### config.mk
export PLATFORM = sky130hd
export DESIGN_NAME = atm_session_ctrl
export DESIGN_NICKNAME = d
export VERILOG_FILES = /design/src/rtl/atm_session_ctrl.sv
export SDC_FILE = /design/constraint.sdc
export NUM_CORES = 1
export LEC_CHECK = 0
export ABC_AREA = 1
export ABC_CLOCK_PERIOD_IN_PS = 2200
export CAP_MARGIN = 20
export CORE_ASPECT_RATIO = 0.8
export CORE_MARGIN = 2
export CORE_UTILIZATION = 40
export DETAILED_ROUTE_END_ITERATION = 16
export PLACE_DENSITY_LB_ADDON = 0.12
export SYNTH_ARGS = -nofsm -noshare
export SYNTH_HDL_FRONTEND = slang
export SYNTH_SLANG_ARGS = --single-unit
### constraint.sdc
create_clock -name clk -period 2.2 [get_ports clk]
set_input_delay 0.44 -clock clk [delete_from_list [all_inputs] [get_ports clk]]
set_output_delay 0.44 -clock clk [all_outputs]
set_load 0.005 [all_outputs]
### src/rtl/atm_session_ctrl.sv
// ATM session controller: card -> PIN -> language -> service -> confirm, with lockout, timeout and cancel.
// Strobe-driven, every transition lands on the edge that samples its strobe; no backpressure, unrelated strobes are dropped.
module atm_session_ctrl #(
   parameter int CARD_W    = 8,
   parameter int PIN_W     = 4,
   parameter int BAL_W     = 8,
   parameter int AMT_W     = 5,
   parameter int MAX_TRIES = 3,
   parameter int TIMEOUT   = 16
) (
   input  logic              clk,
   input  logic              rst,
   input  logic              card_valid,
   input  logic [CARD_W-1:0] card_no,
   input  logic [BAL_W-1:0]  balance_in,
   input  logic [PIN_W-1:0]  pin,
   input  logic [PIN_W-1:0]  correct_pin,
   input  logic              pin_valid,
   input  logic              lang,
   input  logic              lang_valid,
   input  logic [1:0]        service,
   input  logic              service_valid,
   input  logic [AMT_W-1:0]  amount,
   input  logic              amount_valid,
   input  logic              confirm,
   input  logic              another,
   input  logic              another_valid,
   input  logic              cancel,
   output logic [3:0]        state_o,
   output logic [BAL_W-1:0]  balance_o,
   output logic              lang_o,
   output logic              dispense,
   output logic              deposit_ack,
   output logic              show_bal,
   output logic              card_eject,
   output logic              locked,
   output logic [2:0]        err_code
);

   localparam int TRY_W  = $clog2(MAX_TRIES + 1);
   localparam int IDLE_W = $clog2(TIMEOUT + 1);

   typedef enum logic [3:0] {
      S_IDLE     = 4'b0000,
      S_LANG     = 4'b0001,
      S_PIN      = 4'b0010,
      S_SERVICE  = 4'b0011,
      S_DEPOSIT  = 4'b0100,
      S_ANOTHER  = 4'b0101,
      S_BALANCE  = 4'b0110,
      S_CONFIRM  = 4'b0111,
      S_WITHDRAW = 4'b1000,
      S_LOCKED   = 4'b1001,
      S_EJECT    = 4'b1010
   } state_t;

   state_t              r_state;
   logic [BAL_W-1:0]    r_bal;
   logic                r_lang;
   logic                r_dispense;
   logic                r_dep_ack;
   logic                r_show;
   logic                r_eject;
   logic                r_locked;
   logic [2:0]          r_err;
   logic [TRY_W-1:0]    r_tries;
   logic [IDLE_W-1:0]   r_idle;
   logic [AMT_W-1:0]    r_amt;
   logic                r_is_wd;

   state_t              w_state_nxt;
   logic [BAL_W-1:0]    w_bal_nxt;
   logic                w_lang_nxt;
   logic [2:0]          w_err_nxt;
   logic [TRY_W-1:0]    w_tries_nxt;
   logic [TRY_W-1:0]    w_tries_inc;
   logic [AMT_W-1:0]    w_amt_nxt;
   logic                w_is_wd_nxt;
   logic                w_dispense_nxt;
   logic                w_dep_ack_nxt;
   logic                w_accept;
   logic                w_timed;
   logic [BAL_W:0]      w_sum;

   // States in which cancel and the inactivity timer are live.
   assign w_timed = r_state inside {S_PIN, S_LANG, S_SERVICE, S_DEPOSIT,
                                    S_WITHDRAW, S_CONFIRM, S_ANOTHER};
   assign w_tries_inc = r_tries + TRY_W'(1);
   assign w_sum       = {1'b0, r_bal} + (BAL_W+1)'(r_amt);

   always_comb begin
      w_state_nxt    = r_state;
      w_bal_nxt      = r_bal;
      w_lang_nxt     = r_lang;
      w_err_nxt      = r_err;
      w_tries_nxt    = r_tries;
      w_amt_nxt      = r_amt;
      w_is_wd_nxt    = r_is_wd;
      w_dispense_nxt = 1'b0;
      w_dep_ack_nxt  = 1'b0;
      w_accept       = 1'b0;

      if (w_timed && cancel) begin
         w_state_nxt = S_EJECT;
      end else begin
         case (r_state)
            S_IDLE: begin
               if (card_valid && card_no != '0) begin
                  w_state_nxt = S_PIN;
                  w_bal_nxt   = balance_in;
                  w_tries_nxt = '0;
                  w_err_nxt   = 3'd0;
               end
            end
            S_PIN: begin
               if (pin_valid) begin
                  w_accept = 1'b1;
                  if (pin == correct_pin) begin
                     w_state_nxt = S_LANG;
                     w_err_nxt   = 3'd0;
                  end else begin
                     w_tries_nxt = w_tries_inc;
                     if (w_tries_inc == TRY_W'(MAX_TRIES)) begin
                        w_state_nxt = S_LOCKED;
                        w_err_nxt   = 3'd2;
                     end else begin
                        w_err_nxt   = 3'd1;
                     end
                  end
               end
            end
            S_LANG: begin
               if (lang_valid) begin
                  w_accept    = 1'b1;
                  w_lang_nxt  = lang;
                  w_err_nxt   = 3'd0;
                  w_state_nxt = S_SERVICE;
               end
            end
            S_SERVICE: begin
               if (service_valid) begin
                  w_accept  = 1'b1;
                  w_err_nxt = 3'd0;
                  case (service)
                     2'd0:    w_state_nxt = S_BALANCE;
                     2'd1:    w_state_nxt = S_DEPOSIT;
                     2'd2:    w_state_nxt = S_WITHDRAW;
                     default: w_state_nxt = S_EJECT;
                  endcase
               end
            end
            S_BALANCE: w_state_nxt = S_ANOTHER;
            S_DEPOSIT, S_WITHDRAW: begin
               if (amount_valid) begin
                  w_accept = 1'b1;
                  if (amount == '0) begin
                     w_err_nxt   = 3'd5;
                     w_state_nxt = S_SERVICE;
                  end else begin
                     w_err_nxt   = 3'd0;
                     w_amt_nxt   = amount;
                     w_is_wd_nxt = (r_state == S_WITHDRAW);
                     w_state_nxt = S_CONFIRM;
                  end
               end
            end
            S_CONFIRM: begin
               if (confirm) begin
                  w_accept    = 1'b1;
                  w_state_nxt = S_ANOTHER;
                  w_err_nxt   = 3'd0;
                  // Overflow is judged on the carry bit before truncation.
                  if (r_is_wd) begin
                     if (BAL_W'(r_amt) > r_bal) begin
                        w_err_nxt = 3'd3;
                     end else begin
                        w_bal_nxt      = r_bal - BAL_W'(r_amt);
                        w_dispense_nxt = 1'b1;
                     end
                  end else if (w_sum[BAL_W]) begin
                     w_err_nxt = 3'd4;
                  end else begin
                     w_bal_nxt     = w_sum[BAL_W-1:0];
                     w_dep_ack_nxt = 1'b1;
                  end
               end
            end
            S_ANOTHER: begin
               if (another_valid) begin
                  w_accept    = 1'b1;
                  w_err_nxt   = 3'd0;
                  w_state_nxt = another ? S_SERVICE : S_EJECT;
               end
            end
            S_EJECT:  w_state_nxt = S_IDLE;
            S_LOCKED: w_state_nxt = S_LOCKED;
            default:  w_state_nxt = S_IDLE;
         endcase

         if (w_timed && !w_accept && r_idle == IDLE_W'(TIMEOUT - 1)) begin
            w_state_nxt = S_EJECT;
            w_err_nxt   = 3'd6;
         end
      end
   end

   always_ff @(posedge clk or posedge rst) begin
      if (rst) begin
         r_state    <= S_IDLE;
         r_bal      <= '0;
         r_lang     <= 1'b0;
         r_dispense <= 1'b0;
         r_dep_ack  <= 1'b0;
         r_show     <= 1'b0;
         r_eject    <= 1'b0;
         r_locked   <= 1'b0;
         r_err      <= 3'd0;
         r_tries    <= '0;
         r_idle     <= '0;
         r_amt      <= '0;
         r_is_wd    <= 1'b0;
      end else begin
         r_state    <= w_state_nxt;
         r_bal      <= w_bal_nxt;
         r_lang     <= w_lang_nxt;
         r_dispense <= w_dispense_nxt;
         r_dep_ack  <= w_dep_ack_nxt;
         r_show     <= (w_state_nxt == S_BALANCE);
         r_eject    <= (w_state_nxt == S_EJECT);
         r_locked   <= (w_state_nxt == S_LOCKED);
         r_err      <= w_err_nxt;
         r_tries    <= w_tries_nxt;
         r_amt      <= w_amt_nxt;
         r_is_wd    <= w_is_wd_nxt;
         if (w_state_nxt != r_state || w_accept) begin
            r_idle <= '0;
         end else if (w_timed) begin
            r_idle <= r_idle + IDLE_W'(1);
         end
      end
   end

   assign state_o     = r_state;
   assign balance_o   = r_bal;
   assign lang_o      = r_lang;
   assign dispense    = r_dispense;
   assign deposit_ack = r_dep_ack;
   assign show_bal    = r_show;
   assign card_eject  = r_eject;
   assign locked      = r_locked;
   assign err_code    = r_err;

endmodule
==> metrics.log <==
INFO  metric clock_skew = 8.994 ps
INFO  metric worst_slew_pin_slew = between 400 and 500 ps
INFO  metric grt-ovfl-total = 0
INFO  metric sequential_cell_area = 852.1 µm²
INFO  metric antenna_found_initial = 0
INFO  metric slew_headroom = 69.55%
INFO  metric run_status = finished clean
INFO  metric timing.final.ws_setup = 64.70 ps
INFO  metric first_pass_iters = 6
INFO  metric max_clock_freq = roughly 470 MHz
INFO  metric p_total = 5.396 mW
INFO  metric synthesis.area = 0.002923 mm²
INFO  metric critical_path.slowest_cell = sky130_fd_sc_hd__dfrtp_1
INFO  metric critical_path.endpoint_type = flop
INFO  metric io_buffers = 63
INFO  metric synth-edff-count = 0
INFO  metric layout.nets = 568
INFO  metric comb_power_share = 70.4%
INFO  metric antennaDiodeCount = 0
INFO  metric p_int = 2.791 mW
INFO  metric required = between 2000 and 2500 ps
INFO  metric synth_top_flop_cell = sky130_fd_sc_hd__dfrtp_1
INFO  metric share_of_total_power_consumed_by_net_switching = between 40% and 50%
INFO  metric maxCapViolations = 0
INFO  metric cts.reportedPaths.clkPinSlew = 70 ps
INFO  metric power_density = 1320 mW/mm²
INFO  metric worstPathCellList = ha_2, inv_2, fa_2, inv_2, nand3_2, nand2_2, a21oi_2, nor3_2, nand3_1, nand2_2, nor2_4, clkbuf_16, nand2_4, o21ai_2
INFO  metric max-vdd-ir-drop = between 0.4 and 0.5 mV
INFO  metric synth_seq_area_share = 29.11%
INFO  metric clockBufferDepth = 2
INFO  metric drt-vias-per-instance = 5.025
INFO  metric num_rows = 27
INFO  metric first_pass_grt_wire_length = 13,520 µm
INFO  metric grt_max_degree = 35
INFO  metric worst_ep_arrival_time = 2310 ps
INFO  metric io_pins = 64
INFO  metric setup_viol = 0
INFO  metric grt.total_usage = 21.30%
INFO  metric layout_worst_path_cycle_share = a little over nine tenths
INFO  metric postSynthRegisterBits = 34
INFO  metric cts-buffers-inserted = 5
INFO  metric postSynthAreaPerCell = a little over 7 µm²
INFO  metric die_area = 0.008011 mm²
INFO  metric wl_per_cell = 13.90 µm
INFO  metric critical_path_buf_inv_count = 3
INFO  metric ys_async_rst_share = 100.0%
INFO  metric clk-insertion-delay-late = just under 300 ps
INFO  metric cts.sinks = 34
INFO  metric finalHoldViolations = 0
INFO  metric nFillCells = 673
INFO  metric synth_largest_type_area_fraction = between 20% and 30%
INFO  metric synth_nets = 470
INFO  metric flow.area_growth_from_synthesis = 39.90%
INFO  metric timing_worst_setup_path_type = reg2reg
INFO  metric p_leak = between 2 and 2.5 nW
INFO  metric cpPeakStageDelay = around 390 ps
INFO  metric postSynthCellCount = 408
INFO  metric crit_path_max_delay_family = simple AND/OR/NAND/NOR gates
INFO  metric distinct_cells_synth = just over 40
INFO  metric layout.cells.most_common_list = sky130_fd_sc_hd__nand2_1 (96), sky130_fd_sc_hd__clkdlybuf4s50_1 (63), sky130_fd_sc_hd__inv_1 (46)
INFO  metric layout_commonest_cell = sky130_fd_sc_hd__nand2_1
INFO  metric post-place-ws = -128.8 ps
INFO  metric post_synth_main_area_contributors = sky130_fd_sc_hd__dfrtp_1 (29%), sky130_fd_sc_hd__nand2_1 (13%), sky130_fd_sc_hd__ha_1 (7.3%), sky130_fd_sc_hd__inv_1 (6.3%), sky130_fd_sc_hd__nor2_1 (5.3%)
INFO  metric floorplan.initialDensity = 41.80%
INFO  metric die_h = 80.46 µm
INFO  metric hpwl = 6554 µm
INFO  metric postRouteWirelength = 8256 µm
INFO  metric die_w = 99.57 µm
INFO  metric hp-class = reg2reg
INFO  metric grt_setup_unrepaired = yes
INFO  metric tritoncts = done
INFO  metric biggest_area_consumer_among_synthesized_cells = sky130_fd_sc_hd__dfrtp_1
INFO  metric worstPathMaxFanout = 5
INFO  metric finalWorstPathRequiredPeriod = roughly 2100 ps
INFO  metric ant_nets = 0
INFO  metric detail_route.iter0.violations = 220
INFO  metric share_clk_of_total_power = 9.0%
INFO  metric first_global_vias = 2,862
INFO  metric via_count = 2,985
INFO  metric drcViolationCount = 0
INFO  metric synth_warnings = 0
INFO  metric p_sw = between 2 and 3 mW
INFO  metric timing.setup.tns = 0 ps
INFO  metric cts-htree-levels = 2
INFO  metric cp-start-kind = flop
INFO  metric gp_congestion = 0.9254
INFO  metric multiInputGateArea = 0.001892 mm²
INFO  metric pwr-share-seq = 20.6%
INFO  metric placeable_area = approximately 0.007 mm²
INFO  metric clock-root-buffer = sky130_fd_sc_hd__clkbuf_8
INFO  metric layout.core_utilization = 58.47%
INFO  metric drive_above_1_share = roughly a quarter
INFO  metric slew_viol_final = 0
==> final timing paths <==
path | start | endpoint | slack (ps) | cells past startpoint
max reg2reg | r_amt[0] | balance_o[0] | 60 | 14
max in group asynchronous | rst | state_o[1] | 1290 | 3
min in group asynchronous | rst | dispense | 560 | 3
max | r_amt[0] | balance_o[0] | 60 | 14
min reg2reg | r_tries[1] | r_tries[1] | 490 | 2
min | r_tries[1] | r_tries[1] | 490 | 2
==> sequential cells by signal, summed over array words and instances, names as in the netlist, 2 cells and up <==
name / count
state_o: 4
err_code: 3
r_idle: 5
r_amt: 5
r_tries: 2
balance_o: 8
==> layout make-up <==
cell class | count | share of cell area, %
flip-flops and latches | 34 | 20.84
repair buffers | 99 | 22.77
inverters | 55 | 5.233
multi-input cells | 311 | 46.27
well taps | 87 | 2.662
clock inverters | 1 | 0.1224
clock buffers | 7 | 2.111
==> cell usage after synthesis, types with 2 or more instances <==
library cell	instances
sky130_fd_sc_hd__dfrtp_1	34
sky130_fd_sc_hd__mux2_2	2
sky130_fd_sc_hd__nor2_8	2
sky130_fd_sc_hd__ha_1	17
sky130_fd_sc_hd__o31ai_1	4
sky130_fd_sc_hd__o22a_1	2
sky130_fd_sc_hd__nand2_1	104
sky130_fd_sc_hd__nor3_1	8
sky130_fd_sc_hd__nor2_2	12
sky130_fd_sc_hd__or2_2	4
sky130_fd_sc_hd__nor4_1	2
sky130_fd_sc_hd__o211ai_1	3
sky130_fd_sc_hd__o21ai_2	3
sky130_fd_sc_hd__nand3_2	5
sky130_fd_sc_hd__nor2_4	4
sky130_fd_sc_hd__inv_1	49
sky130_fd_sc_hd__xor2_1	3
sky130_fd_sc_hd__nand2_4	5
sky130_fd_sc_hd__clkbuf_1	4
sky130_fd_sc_hd__inv_2	5
sky130_fd_sc_hd__xnor2_1	4
sky130_fd_sc_hd__nand3b_1	4
sky130_fd_sc_hd__nor2_1	41
sky130_fd_sc_hd__buf_4	2
sky130_fd_sc_hd__nand2_2	8
sky130_fd_sc_hd__nand4_1	6
sky130_fd_sc_hd__nand3_1	26
sky130_fd_sc_hd__a21oi_1	16
sky130_fd_sc_hd__o21ai_0	16
sky130_fd_sc_hd__fa_1	2
==> worst register-to-register path, stage by stage (launching register included) <==
cell	delay, ps
sky130_fd_sc_hd__dfrtp_1	390
sky130_fd_sc_hd__ha_2	200
sky130_fd_sc_hd__inv_2	50
sky130_fd_sc_hd__fa_2	360
sky130_fd_sc_hd__inv_2	70
sky130_fd_sc_hd__nand3_2	60
sky130_fd_sc_hd__nand2_2	80
sky130_fd_sc_hd__a21oi_2	50
sky130_fd_sc_hd__nor3_2	190
sky130_fd_sc_hd__nand3_1	140
sky130_fd_sc_hd__nand2_2	110
sky130_fd_sc_hd__nor2_4	60
sky130_fd_sc_hd__clkbuf_16	160
sky130_fd_sc_hd__nand2_4	50
sky130_fd_sc_hd__o21ai_2	50
==> stage by stage <==
stage / hold WS [ps] / cells / cell area (µm²)
after CTS: 497.8 / 590 / 3960
after global placement: 469.4 / 582 / 3869
after floorplan: 455.7 / 408 / 2923
after global routing: 513.2 / 594 / 4089
after detailed placement: 481.6 / 582 / 3869
final: 491.9 / 594 / 4089
==> power by group through the flow <==
stage,Combinational (mW),Clock (mW),Sequential [mW]
floorplan,2.28,0,1.05
global placement,3.45,0,1.10
detailed placement,3.49,0,1.11
CTS,3.51,0.497,1.10
global route,4.20,0.526,1.14
finish,3.80,0.484,1.11
==> routing by layer <==
metal,routed length [µm],share of wire [%],track usage [%],vias to the layer above
li1,-,-,-,1508
met1,3962,48,31.10,1346
met2,3531,43,31.89,123
met3,683,8.3,4.613,8
met4,78,0.94,5.205,0
met5,0,0,0,-
==> logic make-up after synthesis <==
| family | synth area share, % |
|---|---|
| adders and majority gates | 8.647 |
| muxes | 1.113 |
| buffers and inverters | 8.904 |
| DFF | 29.11 |
| and+or+nand+nor | 39.85 |
| AOI/OAI and AO/OA | 10.27 |
| xor gates and xnor gates | 2.098 |
==> timing repair <==
| action | in CTS | in global routing |
|---|---|---|
| resized for setup | 0 | 28 |
| setup buffers | 0 | 3 |
| hold buffers | 0 | 0 |
| endpoints found under the setup margin | 0 | 17 |
No activity file was read; power rests on OpenSTA's default activity.
